**config.mk**
```make
export PLATFORM = sky130hd
export DESIGN_NAME = zmod_dac_spi_config
export DESIGN_NICKNAME = d
export VERILOG_FILES = /design/src/rtl/zmod_dac_spi_config.sv
export SDC_FILE = /design/constraint.sdc
export NUM_CORES = 1
export LEC_CHECK = 0
export ABC_CLOCK_PERIOD_IN_PS = 2350
export CORE_ASPECT_RATIO = 1.2
export CORE_MARGIN = 3
export CORE_UTILIZATION = 40
export CTS_BUF_LIST = sky130_fd_sc_hd__clkbuf_4 sky130_fd_sc_hd__clkbuf_8 sky130_fd_sc_hd__clkbuf_16
export CTS_CLUSTER_DIAMETER = 30
export DETAILED_ROUTE_END_ITERATION = 7
export GPL_TIMING_DRIVEN = 0
export HOLD_SLACK_MARGIN = 0.03
export SYNTH_ARGS = -nofsm -noshare
export SYNTH_HDL_FRONTEND = slang
export SYNTH_SLANG_ARGS = --single-unit
```
**constraint.sdc**
```tcl
create_clock -name aclk -period 2.35 [get_ports aclk]
set_input_delay 0.3525 -clock aclk [delete_from_list [all_inputs] [get_ports aclk]]
set_output_delay 0.3525 -clock aclk [all_outputs]
set_load 0.01 [all_outputs]
```
**src/rtl/zmod_dac_spi_config.sv**
```systemverilog
// AD9717 configuration sequencer: drives the DAC reset pin, streams an
// init table of 16-bit SPI writes, then serves runtime writes.
module zmod_dac_spi_config #(
  parameter int          CLK_DIV         = 4,
  parameter int          RST_CYCLES      = 16,
  parameter int          POST_RST_CYCLES = 64,
  parameter int          N_WRITES        = 4,
  parameter logic [255:0] INIT_TABLE     = '0
) (
  input  logic        aclk,
  input  logic        resetn,
  input  logic [15:0] cmd_data,
  input  logic        cmd_valid,
  output logic        cmd_ready,
  output logic        rst_spi,
  output logic        spi_sck,
  output logic        spi_cs,
  output logic        spi_sdo,
  output logic        busy,
  output logic        init_done
);

  typedef enum logic [2:0] {
    S_RST,
    S_WAIT,
    S_LOAD,
    S_SHIFT,
    S_GAP,
    S_IDLE
  } state_t;

  localparam int CW = 16;
  localparam logic [CW-1:0] C_RST  = CW'(RST_CYCLES - 1);
  localparam logic [CW-1:0] C_POST = CW'(POST_RST_CYCLES - 1);
  localparam logic [CW-1:0] C_HALF = CW'(CLK_DIV - 1);
  localparam logic [CW-1:0] C_GAP  = CW'(2 * CLK_DIV - 1);
  localparam logic [4:0]    C_LAST = 5'(N_WRITES - 1);

  state_t        r_state;
  logic [CW-1:0] r_cnt;
  logic [3:0]    r_bit;
  logic [3:0]    r_idx;
  logic [15:0]   r_shift;
  logic [15:0]   r_cmd;
  logic          r_rst;
  logic          r_sck;
  logic          r_cs;
  logic          r_sdo;
  logic          r_ready;
  logic          r_busy;
  logic          r_done;

  logic [15:0]   w_entry;
  logic [15:0]   w_next;
  logic          w_more;

  // Word source: table entry during init, captured command afterwards.
  always_comb begin
    w_entry = INIT_TABLE[{r_idx, 4'b0000} +: 16];
    w_next  = r_done ? r_cmd : w_entry;
    w_more  = ({1'b0, r_idx} < C_LAST);
  end

  // Sequencer FSM with all outputs registered.
  always_ff @(posedge aclk or negedge resetn) begin
    if (!resetn) begin
      r_state <= S_RST;
      r_cnt   <= '0;
      r_bit   <= '0;
      r_idx   <= '0;
      r_shift <= '0;
      r_cmd   <= '0;
      r_rst   <= 1'b1;
      r_sck   <= 1'b0;
      r_cs    <= 1'b1;
      r_sdo   <= 1'b0;
      r_ready <= 1'b0;
      r_busy  <= 1'b1;
      r_done  <= 1'b0;
    end else begin
      unique case (r_state)
        S_RST: begin
          if (r_cnt == C_RST) begin
            r_cnt   <= '0;
            r_rst   <= 1'b0;
            r_state <= S_WAIT;
          end else begin
            r_cnt <= r_cnt + CW'(1);
          end
        end
        S_WAIT: begin
          if (r_cnt == C_POST) begin
            r_cnt <= '0;
            if (N_WRITES == 0) begin
              r_done  <= 1'b1;
              r_ready <= 1'b1;
              r_busy  <= 1'b0;
              r_state <= S_IDLE;
            end else begin
              // First CS assertion lands exactly on the end of the idle time.
              r_idx   <= '0;
              r_shift <= INIT_TABLE[15:0];
              r_sdo   <= INIT_TABLE[15];
              r_cs    <= 1'b0;
              r_bit   <= '0;
              r_state <= S_SHIFT;
            end
          end else begin
            r_cnt <= r_cnt + CW'(1);
          end
        end
        S_LOAD: begin
          r_shift <= w_next;
          r_sdo   <= w_next[15];
          r_cs    <= 1'b0;
          r_bit   <= '0;
          r_cnt   <= '0;
          r_state <= S_SHIFT;
        end
        S_SHIFT: begin
          if (r_cnt == C_HALF) begin
            r_cnt <= '0;
            if (!r_sck) begin
              r_sck <= 1'b1;
            end else if (r_bit == 4'd15) begin
              r_sck   <= 1'b0;
              r_cs    <= 1'b1;
              r_sdo   <= 1'b0;
              r_state <= S_GAP;
            end else begin
              r_sck   <= 1'b0;
              r_shift <= {r_shift[14:0], 1'b0};
              r_sdo   <= r_shift[14];
              r_bit   <= r_bit + 4'd1;
            end
          end else begin
            r_cnt <= r_cnt + CW'(1);
          end
        end
        S_GAP: begin
          if (r_cnt == C_GAP) begin
            r_cnt <= '0;
            if (!r_done && w_more) begin
              r_idx   <= r_idx + 4'd1;
              r_state <= S_LOAD;
            end else begin
              r_done  <= 1'b1;
              r_ready <= 1'b1;
              r_busy  <= 1'b0;
              r_state <= S_IDLE;
            end
          end else begin
            r_cnt <= r_cnt + CW'(1);
          end
        end
        S_IDLE: begin
          if (cmd_valid && r_ready) begin
            r_cmd   <= cmd_data;
            r_ready <= 1'b0;
            r_busy  <= 1'b1;
            r_state <= S_LOAD;
          end
        end
        default: begin
          r_state <= S_RST;
        end
      endcase
    end
  end

  assign cmd_ready = r_ready;
  assign rst_spi   = r_rst;
  assign spi_sck   = r_sck;
  assign spi_cs    = r_cs;
  assign spi_sdo   = r_sdo;
  assign busy      = r_busy;
  assign init_done = r_done;

endmodule

```
---- Yosys cells after proc, flatten, opt, wreduce, memory -nomap -nowiden ----
Cells that the tools add are included.
word-level totals
  register bits after elaboration ......... 65
  bits of input ports ..................... 19
  output and inout port bits .............. 7
  logic and storage cells ................. 103
operators by class
  add/subtract/negate cells ............... 3
  $lt $le $gt $ge ......................... 1
  equality and inequality tests ........... 20
  shifts and indexed selects .............. 1
  muxes and demuxes ....................... 46
  bitwise operators ....................... 1
  reductions and logical operators ........ 18
operator list
  operator                   count
  $shiftx 256x9->16 const A  1
  $mux 16                    5
  $pmux 16 s5                1
  $mux 15                    4
  $pmux 15 s3                1
  $mux 3                     8
  $mux 4                     6
  $ne 2x2->1 const B         10
  $pmux 3 s6                 1
  $add 16x1->16 const B      1
  $eq 16x2->1 const B        1
  $eq 16x3->1 const B        1
  $eq 16x4->1 const B        1
  $eq 16x6->1 const B        1
  $mux 1                     14
  $pmux 4 s3                 1
  $reduce_and 4->1           3
  $reduce_and 5->1           2
  $add 4x1->4 const B        2
  $pmux 4 s2                 1
  $reduce_and 7->1           1
  $eq 3x2->1 const B         2
  $eq 3x3->1 const B         2
  $pmux 1 s3                 2
  13 further kinds           18

---- Longest topological paths before layout ----
Gate-level depths: netlist (run 1).
  word-level depth ........................ 5
  mapped depth ............................ 10
  depth with buffers taken out ............ 7

---- Worst setup path after synthesis (run 1) ----
Ideal clock, no wire load.
  path type ............................... register to register
  start point ............................. register r_cnt[0]
  end point ............................... register r_shift[0]
  setup time .............................. 0.121 ns
  data arrival time ....................... 2.110 ns
  required time ........................... 2.229 ns
  path slack .............................. 0.119 ns
  cell stages (with the launch flop) ...... 9
  buffers on the path ..................... 2
  period minus slack after synthesis ...... 2.231 ns
  path through ............................ dfrtp_1 -> ha_1 -> nor4b_2 -> and2b_1 -> a41oi_1 -> or4_4 -> buf_6 -> buf_6 -> a22o_1
between the ends
  longest elaborated chain between the ends .. 3
  elaborated cells between the ends (all ways) .. 5
  classes of those cells .................. eq/ne (4); reduce/logical (1)
ends and longest elaborated chain
  item                                        line     source
  from (decl)                                 40       logic [CW-1:0] r_cnt;
  from (signal assigned)                      88       r_cnt <= r_cnt + CW'(1);
  from (signal assigned)                      109      r_cnt <= r_cnt + CW'(1);
  from (signal assigned)                      137      r_cnt <= r_cnt + CW'(1);
  $eq 16x2->1 or $eq 16x6->1 (tied branches)  121, 92
  $ne 2x2->1 (no source line)                 -
  $reduce_and 5->1 (no source line) *         -
  to (signal assigned)                        102      r_shift <= INIT_TABLE[15:0];
  to (signal assigned)                        113      r_shift <= w_next;
  to (signal assigned)                        132      r_shift <= {r_shift[14:0], 1'b0};
  to (decl)                                   43       logic [15:0] r_shift;
Mark *: on every way between the ends. The rest lies on a longest branch, timed or not.
A chain may end at the register's enable or synchronous reset.

---- Worst setup path in the final report (run 1) ----
  start point ............................. register r_cnt[1]
  end point ............................... register r_bit[3]
between the ends
  longest elaborated chain between the ends .. 3
  elaborated cells between the ends (all ways) .. 5
  classes of those cells .................. eq/ne (4); reduce/logical (1)
ends and longest elaborated chain
  item                                        line     source
  $eq 16x2->1 or $eq 16x6->1 (tied branches)  121, 92
  $ne 2x2->1 (no source line)                 -
  $reduce_and 5->1 (no source line) *         -
  to (signal assigned)                        134      r_bit <= r_bit + 4'd1;
  to (decl)                                   41       logic [3:0] r_bit;
Marked as above.

==> flow_summary.toml, run 1 <==
[synthesis]
synth.avg_cell_area_um2 = 10.1
synth_edf_count = 0
ys_warn_count = 0
ys_seq_area_share_pct = 50.1
yosysTopAreaCell = "dfrtp_1"
netlist_area_um2 = 3250
synth.distinct_cells = 54
synth_ff_type = "dfrtp_1"
ys_ff_latch = 65
syn_nets = 346
synthTopCellsByArea = "dfrtp_1, nand2_1, mux2_2"
synth_top_area_share_pct = 47.7
async_flop_share_pct = 100
netlist_instances = 323

[global_route]
grt_pass1_wl_mm = 12.2
grt_util_all_layers_pct = 16.7
grt_overflow_total = 0
grt_pass1_vias = 2658
grt_max_degree = 66
antenna_found_initial = 0

[floorplanning]
fp.dieW_um = 88.3
ioPinCount = 26
coreArea_um2 = 7790
num_rows = 35
initial_core_util_pct = 41.7
die-area_um2 = 9260
die_h_um = 105

[cts]
cts_tree = "built"
clock_latency_ns = 0.34
ctsHoldBuffers = 0
numCtsBuffers = 9
cts_max_path_buffers = 2
clockRootBuffer = "clkbuf_8"
path_clk_slew_ns = 0.08
h-tree-depth = 3
cts_sinks = 65

[power]
peakVddDrop_uv = 334
power_density_nw_per_um2 = 576
p_total_mw = 2.35
power_leakage_nw = 1.85

[hold_path]
hold_path.class = "in -> async"

[route]
via_per_inst = 5.51
drt_wl_total_mm = 7.37
dr.pass1.iters = 4
wl_per_cell_um = 15.7
drc = 0
vias = 2586
drtAntennaViolNets = 0
drt-initial-drc-count = 117

[sta]
whs_ns = 0.0974
finalHoldViolCount = 0
rsz0062_at_grt = "true"
relSlewSlack_pct = 46.2
setup_viol = 0
finalCriticalPeriod_ns = 2.26
tns_ns = 0
finClkSkew_ns = 0.0147
period_share_pct = 96.3
worst_pin_slew_ns = 0.807
max_freq_mhz = 442
final_max_slew_viol_count = 0

[finish]
nets = 395
regArea_um2 = 1640
fill_cells = 702
antenna_cells = 0
syn2layout_area_growth_pct = 25.2
multi_input_area_um2 = 1620
drive_above_1_share_pct = 23.9
stdcell_area_um2 = 4070
fin_cells = 469

[critical_path]
crit_chain = "ha_4 > nor4b_4 > and2b_2 > a41oi_4 > or4_4 > buf_6 > o21ai_2 > o41ai_2"
worstPathArrival_ns = 2.48
end_kind = "register"
required_ns = 2.56
cp_max_fo = 10
slowest_stage = "or4_4"
cpPeakStageDelay_ns = 0.51
critPathKind = "reg -> reg"
worst_setup_path_start_kind = "register"

[run]
maxCapViolations = 0

[placement]
post_dp_cell_area_um2 = 3620
gp_congestion = 0.783
dp.cells = 440
place_hpwl_mm = 4.90
port_buffers = 25

[status]
outcome = "finished clean"
[final timing paths]
| kind | to | depth (start not counted) | startpoint | slack (ns) |
|---|---|---|---|---|
| worst min-delay path | r_cnt[7]$_DFFE_PN0P_ | 1 | resetn | 0.1 |
| min in group aclk | rst_spi$_DFFE_PN1P_ | 1 | rst_spi$_DFFE_PN1P_ | 0.48 |
| worst min register to register | rst_spi$_DFFE_PN1P_ | 1 | rst_spi$_DFFE_PN1P_ | 0.48 |
| worst max register to register | r_bit[3]$_DFFE_PN0P_ | 8 | r_cnt[1]$_DFFE_PN0P_ | 0.09 |
| worst max-delay path | r_bit[3]$_DFFE_PN0P_ | 8 | r_cnt[1]$_DFFE_PN0P_ | 0.09 |
| max in group asynchronous | r_cnt[1]$_DFFE_PN0P_ | 1 | resetn | 1.69 |
[registers in the layout, indices dropped and copies added, names as in the netlist, 3 cells and up]
register / cells
r_bit: 4
r_cmd: 16
r_cnt: 16
r_idx: 4
r_shift: 15
r_state: 3
[per-stage QoR]
| stage | setup WS, ns | util (%) |
|---|---|---|
| 2_1_floorplan | 0.119 | - |
| 3_3_place_gp | -1.34 | 46.4 |
| 3_5_place_dp | -0.171 | 46.4 |
| 4_1_cts | 0.0102 | 51.2 |
| 5_1_grt | -0.0492 | 52.3 |
| 6_report | 0.0865 | 52.3 |
[layout by cell type (no fill, tap or decap), types with 7 or more instances in the layout]
master and instances:
nand2_1 61, dfrtp_1 56, nor2_1 25, clkdlybuf4s50_1 24, mux2_2 19, buf_4 17
nand3_1 12, o211ai_1 11, clkbuf_8 9, clkbuf_1 7, a21oi_1 7, o21ai_0 7
[kinds of logic (layout without fill, tap and decap cells)]
logic type,count (synthesis),count (layout),share of synthesized area (%)
XOR/XNOR,6,6,1.62
adder cells (fa/ha/maj),4,4,1.54
AND/OR/NAND/NOR,146,146,21.9
buffers and inverters,19,73,3.38
multiplexers,19,19,6.58
flip-flops,65,65,50.1
AO/OA/AOI/OAI,64,64,14.8
[routing by layer]
layer | global-route usage (%) | up-vias | part of all wire (%)
li1 | - | 1264 | -
met1 | 20.7 | 1264 | 43
met5 | 0 | - | 0
met3 | 3.47 | 8 | 3.6
met4 | 5.94 | 0 | 0.94
met2 | 28.1 | 50 | 52
[power by group]
| part | switching, mW | total, mW | internal (mW) |
|---|---|---|---|
| Clock | 0.456 | 1.18 | 0.722 |
| Combinational | 0.0244 | 0.0502 | 0.0258 |
| Sequential | 0 | 1.12 | 1.12 |
[cell type report]
type,count,area share [%]
plain buffers,14,2.00
clock buffers,10,3.22
clock inverters,6,2.83
inverters,3,0.276
multi-input cells,239,39.8
flip-flops and latches,65,40.2
well taps,92,2.83
repair buffers,40,8.85
[worst max-delay path: cells and delay by family, from the launching register on]
| kind | cells | cell delay, ns |
|---|---|---|
| and+or+nand+nor | 3 | 0.99 |
| DFF | 1 | 0.43 |
| AOI/OAI and AO/OA | 3 | 0.37 |
| buffers and inverters | 1 | 0.18 |
| adders and majority gates | 1 | 0.16 |
[synth_stat cells (2+ instances only)]
cell	instances
dfrtp_1	62
nand2_1	61
nor2_1	28
mux2_2	19
nand3_1	13
o211ai_1	11
clkbuf_1	10
a21oi_1	8
o21ai_0	8
and3_1	6
nor3_1	6
nor4_1	6
buf_6	5
a211o_1	4
a21o_1	4
a31oi_1	4
ha_1	4
o21ai_1	4
or3_1	4
xnor2_1	4
a221o_1	3
a22o_1	3
and2_1	3
and4_1	3
dfstp_2	3
inv_1	3
a22oi_1	2
nand4_1	2
nor2b_1	2
nor4_2	2
or2_2	2
xor2_1	2
[what timing repair did]
item | 4_1_cts | 5_1_grt
resized for setup | 11 | 21
buffers inserted | 12 | 3
pin swaps | 5 | 4
endpoints found under the setup margin | 31 | 41
Power figures use the tool's default switching activity.
==> inputs of run 2 (changes only) <==
==> constraint.sdc (replaced) <==
create_clock -name aclk -period 2.35 [get_ports aclk]
set_input_delay 0.3525 -clock aclk [delete_from_list [all_inputs] [get_ports aclk]]
set_output_delay 0.3525 -clock aclk [all_outputs]
set_load 0.02 [all_outputs]
==> results of run 2 <==
Final layout, timing and power as in run 1 (identical DEF).
==> inputs of run 3 (changes only) <==
--- a/config.mk
+++ b/config.mk
@@ -6,14 +6,16 @@
 export NUM_CORES = 1
 export LEC_CHECK = 0
 export ABC_CLOCK_PERIOD_IN_PS = 2350
+export CAP_MARGIN = 5
 export CORE_ASPECT_RATIO = 1.2
 export CORE_MARGIN = 3
-export CORE_UTILIZATION = 40
+export CORE_UTILIZATION = 52
 export CTS_BUF_LIST = sky130_fd_sc_hd__clkbuf_4 sky130_fd_sc_hd__clkbuf_8 sky130_fd_sc_hd__clkbuf_16
 export CTS_CLUSTER_DIAMETER = 30
 export DETAILED_ROUTE_END_ITERATION = 7
 export GPL_TIMING_DRIVEN = 0
 export HOLD_SLACK_MARGIN = 0.03
+export PLACE_DENSITY = 0.75
 export SYNTH_ARGS = -nofsm -noshare
 export SYNTH_HDL_FRONTEND = slang
 export SYNTH_SLANG_ARGS = --single-unit
==> run 3 against run 2 <==
Against the previous run:
- worst hold slack improved by 0.0057 ns
- largest cell class unchanged
- wire length grew 0.83%
- global-route usage increased by 4.7 points
- core utilization grew 17 points
- critical path depth unchanged
- non-clock buffer count increased by 2
==> flow_summary.toml, run 3 (synthesized netlist as in run 1, its figures left out) <==
[status]
outcome = "finished clean"

[floorplanning]
initial_core_util_pct = 55.6
die-area_um2 = 7250
die_h_um = 92.6
num_rows = 30
ioPinCount = 26
fp.dieW_um = 78.2
coreArea_um2 = 5860

[global_route]
use_met1_pct = 26.6
grt_max_degree = 66
antenna_found_initial = 0
grt_pass1_wl_mm = 12.3
grt_overflow_total = 0
busiest_layer = "met2"
grt_util_all_layers_pct = 21.4
grtUsageMet3_pct = 5.06
grt_pass1_vias = 2659
grt_use_met2_pct = 35.6

[run]
maxCapViolations = 0

[route]
via_per_inst = 5.83
dr.pass1.iters = 6
drc = 0
vias = 2677
drtAntennaViolNets = 0
drt-initial-drc-count = 254
wl_per_cell_um = 16.2
drt_wl_total_mm = 7.43

[finish]
regArea_um2 = 1640
antenna_cells = 0
multi_input_area_um2 = 1620
reg_top3 = "r_cmd x16, r_cnt x16, r_shift x15"
syn2layout_area_growth_pct = 24.3
layout_common_cells = "nand2_1, dfrtp_1, nor2_1"
drive_above_1_share_pct = 24.3
final_util_pct = 69.1
final_common_cell = "nand2_1"
fin_cells = 459
fill_cells = 462
stdcell_area_um2 = 4040
nets = 397

[cts]
path_clk_slew_ns = 0.07
numCtsBuffers = 9
h-tree-depth = 3
clockRootBuffer = "clkbuf_8"
cts_max_path_buffers = 2
cts_sinks = 65
cts_tree = "built"
clock_latency_ns = 0.34

[power]
p_total_mw = 2.06
power_leakage_nw = 1.86
power_density_nw_per_um2 = 510
peakVddDrop_uv = 500

[sta]
relSlewSlack_pct = 47.5
period_share_pct = 99.4
final_max_slew_viol_count = 0
finClkSkew_ns = 0.00614
max_freq_mhz = 428
rsz0062_at_grt = "true"
worst_pin_slew_ns = 0.788
setup_viol = 0
finalCriticalPeriod_ns = 2.34
finalHoldViolCount = 0

[critical_path]
r2r-start = "r_cnt[1]$_DFFE_PN0P_"
cp-startpoint = "r_cnt[1]$_DFFE_PN0P_"
worstPathArrival_ns = 2.55
worst_setup_path_start_kind = "register"
required_ns = 2.56
critPathKind = "reg -> reg"
cp_max_fo = 7
crit_path_end = "r_bit[3]$_DFFE_PN0P_"
rr_worst_depth = 8
rrSetupSlack_ns = 0.01
reg2reg_to = "r_bit[3]$_DFFE_PN0P_"
end_kind = "register"

[placement]
gp_congestion = 0.872
dp.cells = 428
port_buffers = 25
place_hpwl_mm = 4.76
post_dp_cell_area_um2 = 3600

[hold_path]
hold_path.class = "in -> async"
run 3: cell count changes in the layout (fill, tap and decap cells not counted), moves of 2 or more:
cell,change
bufinv_16,-3
clkbuf_1,-2
clkbuf_4,+2
nor2_1,+2
clkbuf_2,+3
clkbuf_8,+2
nor2_2,-2
o21ai_1,-2
run 3: worst min-delay path by stage:
stage | startpoint | depth (start not counted) | end
finish | resetn | 1 | r_cnt[7]$_DFFE_PN0P_
global placement | rst_spi$_DFFE_PN1P_ | 1 | rst_spi$_DFFE_PN1P_
CTS | resetn | 1 | r_cnt[7]$_DFFE_PN0P_
floorplan | resetn | 0 | cmd_ready$_DFFE_PN0P_
detailed placement | rst_spi$_DFFE_PN1P_ | 1 | rst_spi$_DFFE_PN1P_
global route | resetn | 1 | r_cnt[10]$_DFFE_PN0P_
run 3: power breakdown:
| group | leakage, nW | total (mW) | internal [mW] | switching [mW] |
|---|---|---|---|---|
| registers | 0.866 | 1.12 | 1.12 | 0 |
| logic | 0.898 | 0.0496 | 0.0258 | 0.0238 |
| clock network | 0.0969 | 0.895 | 0.475 | 0.420 |
run 3: layer usage:
layer / vias to the layer above / part of all wire, %
met5: - / 0
met4: 0 / 1.7
met3: 17 / 4.9
met2: 80 / 52
met1: 1310 / 42
li1: 1270 / -
run 3: repair_timing:
item	in CTS	in global routing
hold buffers	0	0
setup buffers	8	8
endpoints found under the setup margin	32	45
gates resized for setup	13	24
pin swaps	4	11
gates cloned	0	1
run 3: area by class of cell:
cell class                 count  area share (%)
sequential                    65            40.5
multi-input combinational    239            40.1
timing repair buffer          42            9.81
clock buffer                  14            4.30
tap                           80            2.48
buffer                        14            2.29
clock inverter                 2           0.309
inverter                       3           0.278
run 3: worst max-delay path, stage by stage, from the launching register on:
cell,delay (ns)
dfrtp_2,0.44
ha_4,0.18
nor4b_4,0.21
and2b_2,0.25
a41oi_4,0.13
or4_4,0.60
buf_8,0.18
o21ai_4,0.13
o41ai_2,0.08
run 3: through the flow:
stage,hold slack (ns),setup TNS [ns],worst slack [ns]
6_report,0.103,0,0.0134
2_1_floorplan,0.0569,0,0.115
4_1_cts,0.129,0,0.00461
3_5_place_dp,0.465,-4.77,-0.248
3_3_place_gp,0.458,-81.24,-1.24
5_1_grt,0.158,-0.638,-0.0774
